--- src/rtl/chunked_addsub.sv ---
// Sequential WIDTH-bit adder/subtractor computing CHUNK bits per cycle with a rippled carry register.
// Optional saturation on signed overflow is built when CHUNKED_ADDSUB_SAT_EN is defined.
module chunked_addsub #(
   parameter int WIDTH = 16,
   parameter int CHUNK = 4
) (
   input  logic             clk,
   input  logic             rst,
   input  logic             start,
   input  logic             sub,
   input  logic [WIDTH-1:0] a,
   input  logic [WIDTH-1:0] b,
   output logic             busy,
   output logic             done,
   output logic [WIDTH-1:0] s,
   output logic             cout,
   output logic             ovf
);

   localparam int L    = WIDTH / CHUNK;
   localparam int IDXW = (L > 1) ? $clog2(L) : 1;

   typedef enum logic {IDLE, RUN} state_t;

   state_t            state, state_nxt;
   logic              load, last;
   logic [WIDTH-1:0]  a_reg, b_reg, acc, acc_nxt, s_nxt;
   logic [IDXW-1:0]   idx;
   logic              carry, sign_a;
   logic [CHUNK-1:0]  ca, cb;
   logic [CHUNK:0]    csum;
   logic              c_msb, ovf_nxt;

   always_ff @(posedge clk) begin
      if (rst) state <= IDLE;
      else     state <= state_nxt;
   end

   always_comb begin
      state_nxt = state;
      case (state)
         IDLE:    if (start) state_nxt = RUN;
         RUN:     if (last)  state_nxt = IDLE;
         default: state_nxt = IDLE;
      endcase
   end

   always_comb begin
      busy = (state == RUN);
      load = (state == IDLE) && start;
      last = (idx == IDXW'(L - 1));
   end

   // One chunk per cycle; carry into the MSB is recovered from the chunk's top bits.
   always_comb begin
      ca      = a_reg[idx*CHUNK +: CHUNK];
      cb      = b_reg[idx*CHUNK +: CHUNK];
      csum    = {1'b0, ca} + {1'b0, cb} + {{CHUNK{1'b0}}, carry};
      acc_nxt = acc;
      acc_nxt[idx*CHUNK +: CHUNK] = csum[CHUNK-1:0];
      c_msb   = csum[CHUNK-1] ^ ca[CHUNK-1] ^ cb[CHUNK-1];
      ovf_nxt = c_msb ^ csum[CHUNK];
      s_nxt   = acc_nxt;
`ifdef CHUNKED_ADDSUB_SAT_EN
      if (ovf_nxt)
         s_nxt = sign_a ? {1'b1, {(WIDTH-1){1'b0}}} : {1'b0, {(WIDTH-1){1'b1}}};
`endif
   end

   always_ff @(posedge clk) begin
      if (rst) begin
         a_reg  <= '0;
         b_reg  <= '0;
         acc    <= '0;
         idx    <= '0;
         carry  <= 1'b0;
         sign_a <= 1'b0;
         s      <= '0;
         cout   <= 1'b0;
         ovf    <= 1'b0;
         done   <= 1'b0;
      end else begin
         done <= 1'b0;
         if (load) begin
            a_reg  <= a;
            b_reg  <= b ^ {WIDTH{sub}};
            carry  <= sub;
            idx    <= '0;
            sign_a <= a[WIDTH-1];
            acc    <= '0;
         end else if (busy) begin
            acc   <= acc_nxt;
            carry <= csum[CHUNK];
            idx   <= idx + 1'b1;
            if (last) begin
               idx  <= '0;
               s    <= s_nxt;
               cout <= csum[CHUNK];
               ovf  <= ovf_nxt;
               done <= 1'b1;
            end
         end
      end
   end

endmodule

--- config.mk ---
export PLATFORM = sky130hd
export DESIGN_NAME = chunked_addsub
export DESIGN_NICKNAME = d
export VERILOG_FILES = /design/src/rtl/chunked_addsub.sv
export SDC_FILE = /design/constraint.sdc
export NUM_CORES = 1
export LEC_CHECK = 0
export BUFFER_PORTS_ARGS = -buffer_cell sky130_fd_sc_hd__buf_2
export CAP_MARGIN = 20
export CORE_ASPECT_RATIO = 1.25
export CORE_MARGIN = 8
export CORE_UTILIZATION = 40
export CTS_BUF_LIST = sky130_fd_sc_hd__clkbuf_16
export DETAILED_ROUTE_END_ITERATION = 8
export PLACE_DENSITY = 0.66
export SETUP_SLACK_MARGIN = 0.02
export SKIP_CTS_REPAIR_TIMING = 1
export SLEW_MARGIN = 20
export SYNTH_ARGS = -nofsm -noshare
export SYNTH_HDL_FRONTEND = slang
export SYNTH_SLANG_ARGS = --single-unit
--- constraint.sdc ---
create_clock -name clk -period 7.3 [get_ports clk]
set_clock_uncertainty 0.05 [all_clocks]
set_input_delay 1.095 -clock clk [delete_from_list [all_inputs] [get_ports clk]]
set_output_delay 1.095 -clock clk [all_outputs]
set_load 0.02 [all_outputs]
After elaboration in Yosys (flattened, before gate mapping) --
Index checks and enable logic that the tools add are counted.
Word-level totals: bits in registers 71, latch bits 0, memory bits (writable) 0, bits in read-only memories 0, bits of input ports 36, output and inout port bits 20, memories kept 0
Operators by class: add/sub/neg operators 4, multiply operators 0, div/mod/pow operators 0, magnitude comparators 0, equality and inequality tests 1, shift-type cells 4, mux-type cells 8, bitwise logic cells 6, reductions and logical operators 5
Operator list (count):
- negation 4 -> 34 bit | 1
- variable shift 4 x 34 -> 16 bit, first input constant | 1
- variable part select 4 x 34 -> 16 bit | 1
- variable part select 16 x 5 -> 4 bit | 2
- bitwise mux 16 bit | 1
- XOR 16 bit | 1
- adder 4 x 4 -> 5 bit | 1
- adder 5 x 1 -> 5 bit | 1
- 2-to-1 mux 1 bit | 5
- AND reduction 3 bit | 1
- OR reduction 3 bit | 1
- XOR 1 bit | 3
- adder 2 x 1 -> 2 bit, second input constant | 1
- equality test 2 bit, second input constant | 1
- 2-to-1 mux 2 bit | 1
- inverter 1 bit | 2
- case mux 1 bit (2 select lines) | 1
- nonzero test 2 bit | 1
- OR reduction 2 bit | 1
- logical AND 1 bit | 1

Depth between registers and ports, before layout --
depth after elaboration 6, mapped depth 9, mapped depth without buffers 8

Worst setup path before layout --
No wires, ideal clock.
path type reg2reg, from register idx[0], to register ovf, setup time 79 ps, arrival time 3095 ps, slack 4075 ps, cell stages (with the launch flop) 10, path buffers 1, period minus slack after synthesis 3225 ps, cell sequence dfxtp_1 buf_2 mux4_2 fa_1 fa_1 a21o_1 a21oi_1 xnor3_1 xnor2_1 a211oi_2
On the way: word-level cells in the longest chain between the ends 6, elaborated cells on any way between the ends 9, classes of those cells 2 x add/sub; 1 x eq/ne; 2 x shift; 3 x bitwise; 1 x reduce/logical
Ends and longest elaborated chain:
- start: declaration | RTL line 28 | logic [IDXW-1:0] idx;
- start signal: assignment | RTL line 94 | idx <= idx + 1'b1;
- variable part select 16 x 5 -> 4 bit, on equally long branches | RTL line 56, 57
- adder 4 x 4 -> 5 bit | RTL line 58 | csum = {1'b0, ca} + {1'b0, cb} + {{CHUNK{1'b0}}, carry};
- adder 5 x 1 -> 5 bit | RTL line 58
- XOR 1 bit (2 in series) | RTL line 61 | c_msb = csum[CHUNK-1] ^ ca[CHUNK-1] ^ cb[CHUNK-1];
- XOR 1 bit | RTL line 62 | ovf_nxt = c_msb ^ csum[CHUNK];
- end signal: assignment | RTL line 99 | ovf <= ovf_nxt;
- end: declaration | RTL line 17 | output logic ovf
Parallel ways exist; a longest one is shown, timed or not. A chain may end at the register's enable or synchronous reset.

Worst setup path after layout --
Ends and elaborated chain as after synthesis.

==> flow_summary.yaml <==
outcome:
  status: "finished, final reports clean"
setup_path:
  r2r_setup_slack_ps: 3710
  cp.arrival_ps: 3780
  worst_ep_required_time_ps: 7490
  start_kind: "register"
  end_kind: "register"
  crit_type: "reg2reg"
  cp_max_fo: 17
place:
  placed_cell_area_mm2: 0.003456
  io_buffers: 55
  dp_cells: 461
  hpwl_um: 4844
  routabilityCongestion: 0.7709
cts:
  cts.path.max_buffers: 2
  h-tree-depth: 3
  clk_pin_slew_ps: 50
  root_buffer: "clkbuf_16"
  cts_buffers: 9
  cts_sinks: 71
  clk_latency_ps: 320
  cts_tree: "built"
grt:
  grtUsageMet2_pct: 22.69
  top_usage_layer: "met2"
  grt_max_degree: 55
  gr-usage-met1_pct: 15.07
  grt_pass1_wl_um: 11810
  antenna_found_initial: 0
  grt_overflow_total: 0
  grt.total_usage_pct: 13.62
  grt_pass1_vias: 2614
  grtUsageMet3_pct: 4.637
synth:
  yosys_warnings: 0
  synthCells: 338
  synth_area_per_cell_um2: 9.354
  synth_seq_area_share_pct: 44.95
  syn_area_mm2: 0.003162
  synthesis.nets: 385
  synth-seq-cells: 71
  ys_types: 31
finish:
  syn2layout_area_growth_pct: 17.33
  finalInstanceArea_mm2: 0.003710
  fin_cells: 476
  layout.nets: 424
  antenna_cells: 0
  drive_gt1_share_pct: 21.26
  n_fill_cell: 764
timing:
  max-slew-margin-rel_pct: 34.99
  hold_viol: 0
  slew_violations: 0
  rsz0062_at_grt: "false"
  final.min_clock_period_ps: 3594
  worstMarginPinSlew_ps: 973.8
  hold-worst-slack_ps: 402.1
  setup_viol: 0
  max_freq_ghz: 0.2783
  fin_crit_sh_pct: 49.23
  fin_setup_tns_ps: 0
floorplan:
  row_count: 36
  fp.dieArea_mm2: 0.01102
  die_w_um: 95.52
  initial_core_util_pct: 40.81
  fp.coreArea_mm2: 0.007747
  ios: 56
  die_y_um: 115.4
power:
  p_leak_nw: 1.473
  peakVddDrop_v: 0.0001238
  power_density_mw_per_mm2: 240.6
worst_hold_path:
  worstHoldPathType: "reg2reg"
detailed_routing:
  route.vias.total: 2561
  drt-total-wl_um: 6946
  viasPerCell: 5.380
  avgRoutedWirePerCell_um: 14.59
  drt_iter0_drc: 116
  drt-pass1-iter-count: 4
  final_antenna_net_count: 0
  drcViolationCount: 0
job:
  maxCapViolCount: 0
-- path summary, 6_finish.rpt --
kind,to,depth (start not counted),start
setup / recovery,ovf,8,idx[0]
hold / removal,a_reg[1],2,a_reg[1]
setup reg to reg,ovf,8,idx[0]
hold reg to reg,a_reg[1],2,a_reg[1]
-- synth_stat cells --
| cell type | n | area (µm²) |
|---|---|---|
| a21oi_1 | 18 | 90.09 |
| xor2_1 | 1 | 8.760 |
| buf_1 | 1 | 3.750 |
| clkbuf_1 | 23 | 86.33 |
| xnor3_1 | 1 | 22.52 |
| and2_1 | 2 | 12.51 |
| inv_1 | 6 | 22.52 |
| dfxtp_1 | 71 | 1421 |
| mux4_1 | 1 | 26.28 |
| nand2_1 | 38 | 142.6 |
| a32oi_1 | 12 | 105.1 |
| and4b_1 | 1 | 10.01 |
| a21o_1 | 2 | 15.01 |
| nor4b_2 | 1 | 15.01 |
| a211oi_2 | 1 | 12.51 |
| mux4_2 | 7 | 157.7 |
| nor4_2 | 1 | 12.51 |
| mux2i_1 | 2 | 20.02 |
| a22oi_1 | 4 | 30.03 |
| xnor2_2 | 1 | 16.27 |
| fa_1 | 2 | 40.04 |
| xnor2_1 | 17 | 148.9 |
| nor2_1 | 55 | 206.5 |
| nor2b_1 | 2 | 12.51 |
| nor3_2 | 1 | 10.01 |
| a211oi_1 | 19 | 142.6 |
| a221oi_1 | 16 | 140.1 |
| nand2b_1 | 2 | 12.51 |
| nor3_1 | 17 | 85.08 |
| ha_1 | 9 | 112.6 |
| buf_2 | 4 | 20.02 |
-- per-layer routing --
| layer | vias up | wire [µm] |
|---|---|---|
| met4 | 0 | 159 |
| met5 | - | 0 |
| met1 | 1193 | 2941 |
| met2 | 72 | 3388 |
| met3 | 11 | 457 |
| li1 | 1285 | - |
-- cells by family after synthesis --
group,count (synthesis),synth area share (%)
simple gates,120,16.42
buf+inv,34,4.194
mux,10,6.450
xor+xnor,20,6.213
compound gates,72,16.94
flops,71,44.95
fa+ha+maj,11,4.828
-- cell type report --
class	count	area [µm²]	share of cell area (%)
Clock buffer	9	225.2	6.071
Clock inverter	6	28.78	0.7757
Inverter	6	22.52	0.6071
Multi-Input combinational cell	233	1610	43.41
Sequential cell	71	1421	38.31
Tap cell	95	118.9	3.204
Timing Repair Buffer	56	282.8	7.622
-- power breakdown --
group / internal [W] / leakage [nW] / switching [W] / total [W]
clock network: 0.000222 / 0.124 / 0.000147 / 0.000369
logic: 0.0000456 / 0.771 / 0.0000620 / 0.000108
registers: 0.000403 / 0.579 / 0.0000131 / 0.000416
-- metrics by stage --
step | setup slack (ps) | utilization (%) | power (W)
6_report | 3706 | 47.88 | 0.0008927
2_1_floorplan | 4075 | - | 0.0005012
5_1_grt | 3509 | 47.88 | 0.0009354
3_5_place_dp | 3681 | 44.61 | 0.0005325
3_3_place_gp | 3809 | 44.61 | 0.0005299
4_1_cts | 3679 | 47.88 | 0.0009042
-- cells in the final DEF (no fill, tap or decap), types with 2 or more instances in the layout --
cell,n
mux2i_1,2
a21oi_1,18
and2_1,2
clkinv_2,2
a22oi_1,4
ha_1,9
nand2_1,38
a211oi_1,19
buf_2,55
nand2b_1,2
dfxtp_1,71
nor3_1,17
nor2_1,55
inv_1,6
a32oi_1,12
clkinv_1,3
fa_1,2
a221oi_1,16
xnor2_1,17
a21o_1,2
clkbuf_16,9
mux4_2,7
-- worst max-delay path, cell delays in order, from the launching register on --
cell      delay, ps
dfxtp_1         850
mux4_2          610
fa_1            450
fa_1            420
a21o_1          200
a21oi_1         290
xnor3_1         280
xnor2_1         140
a211oi_2        220
Power figures use the tool's default switching activity.
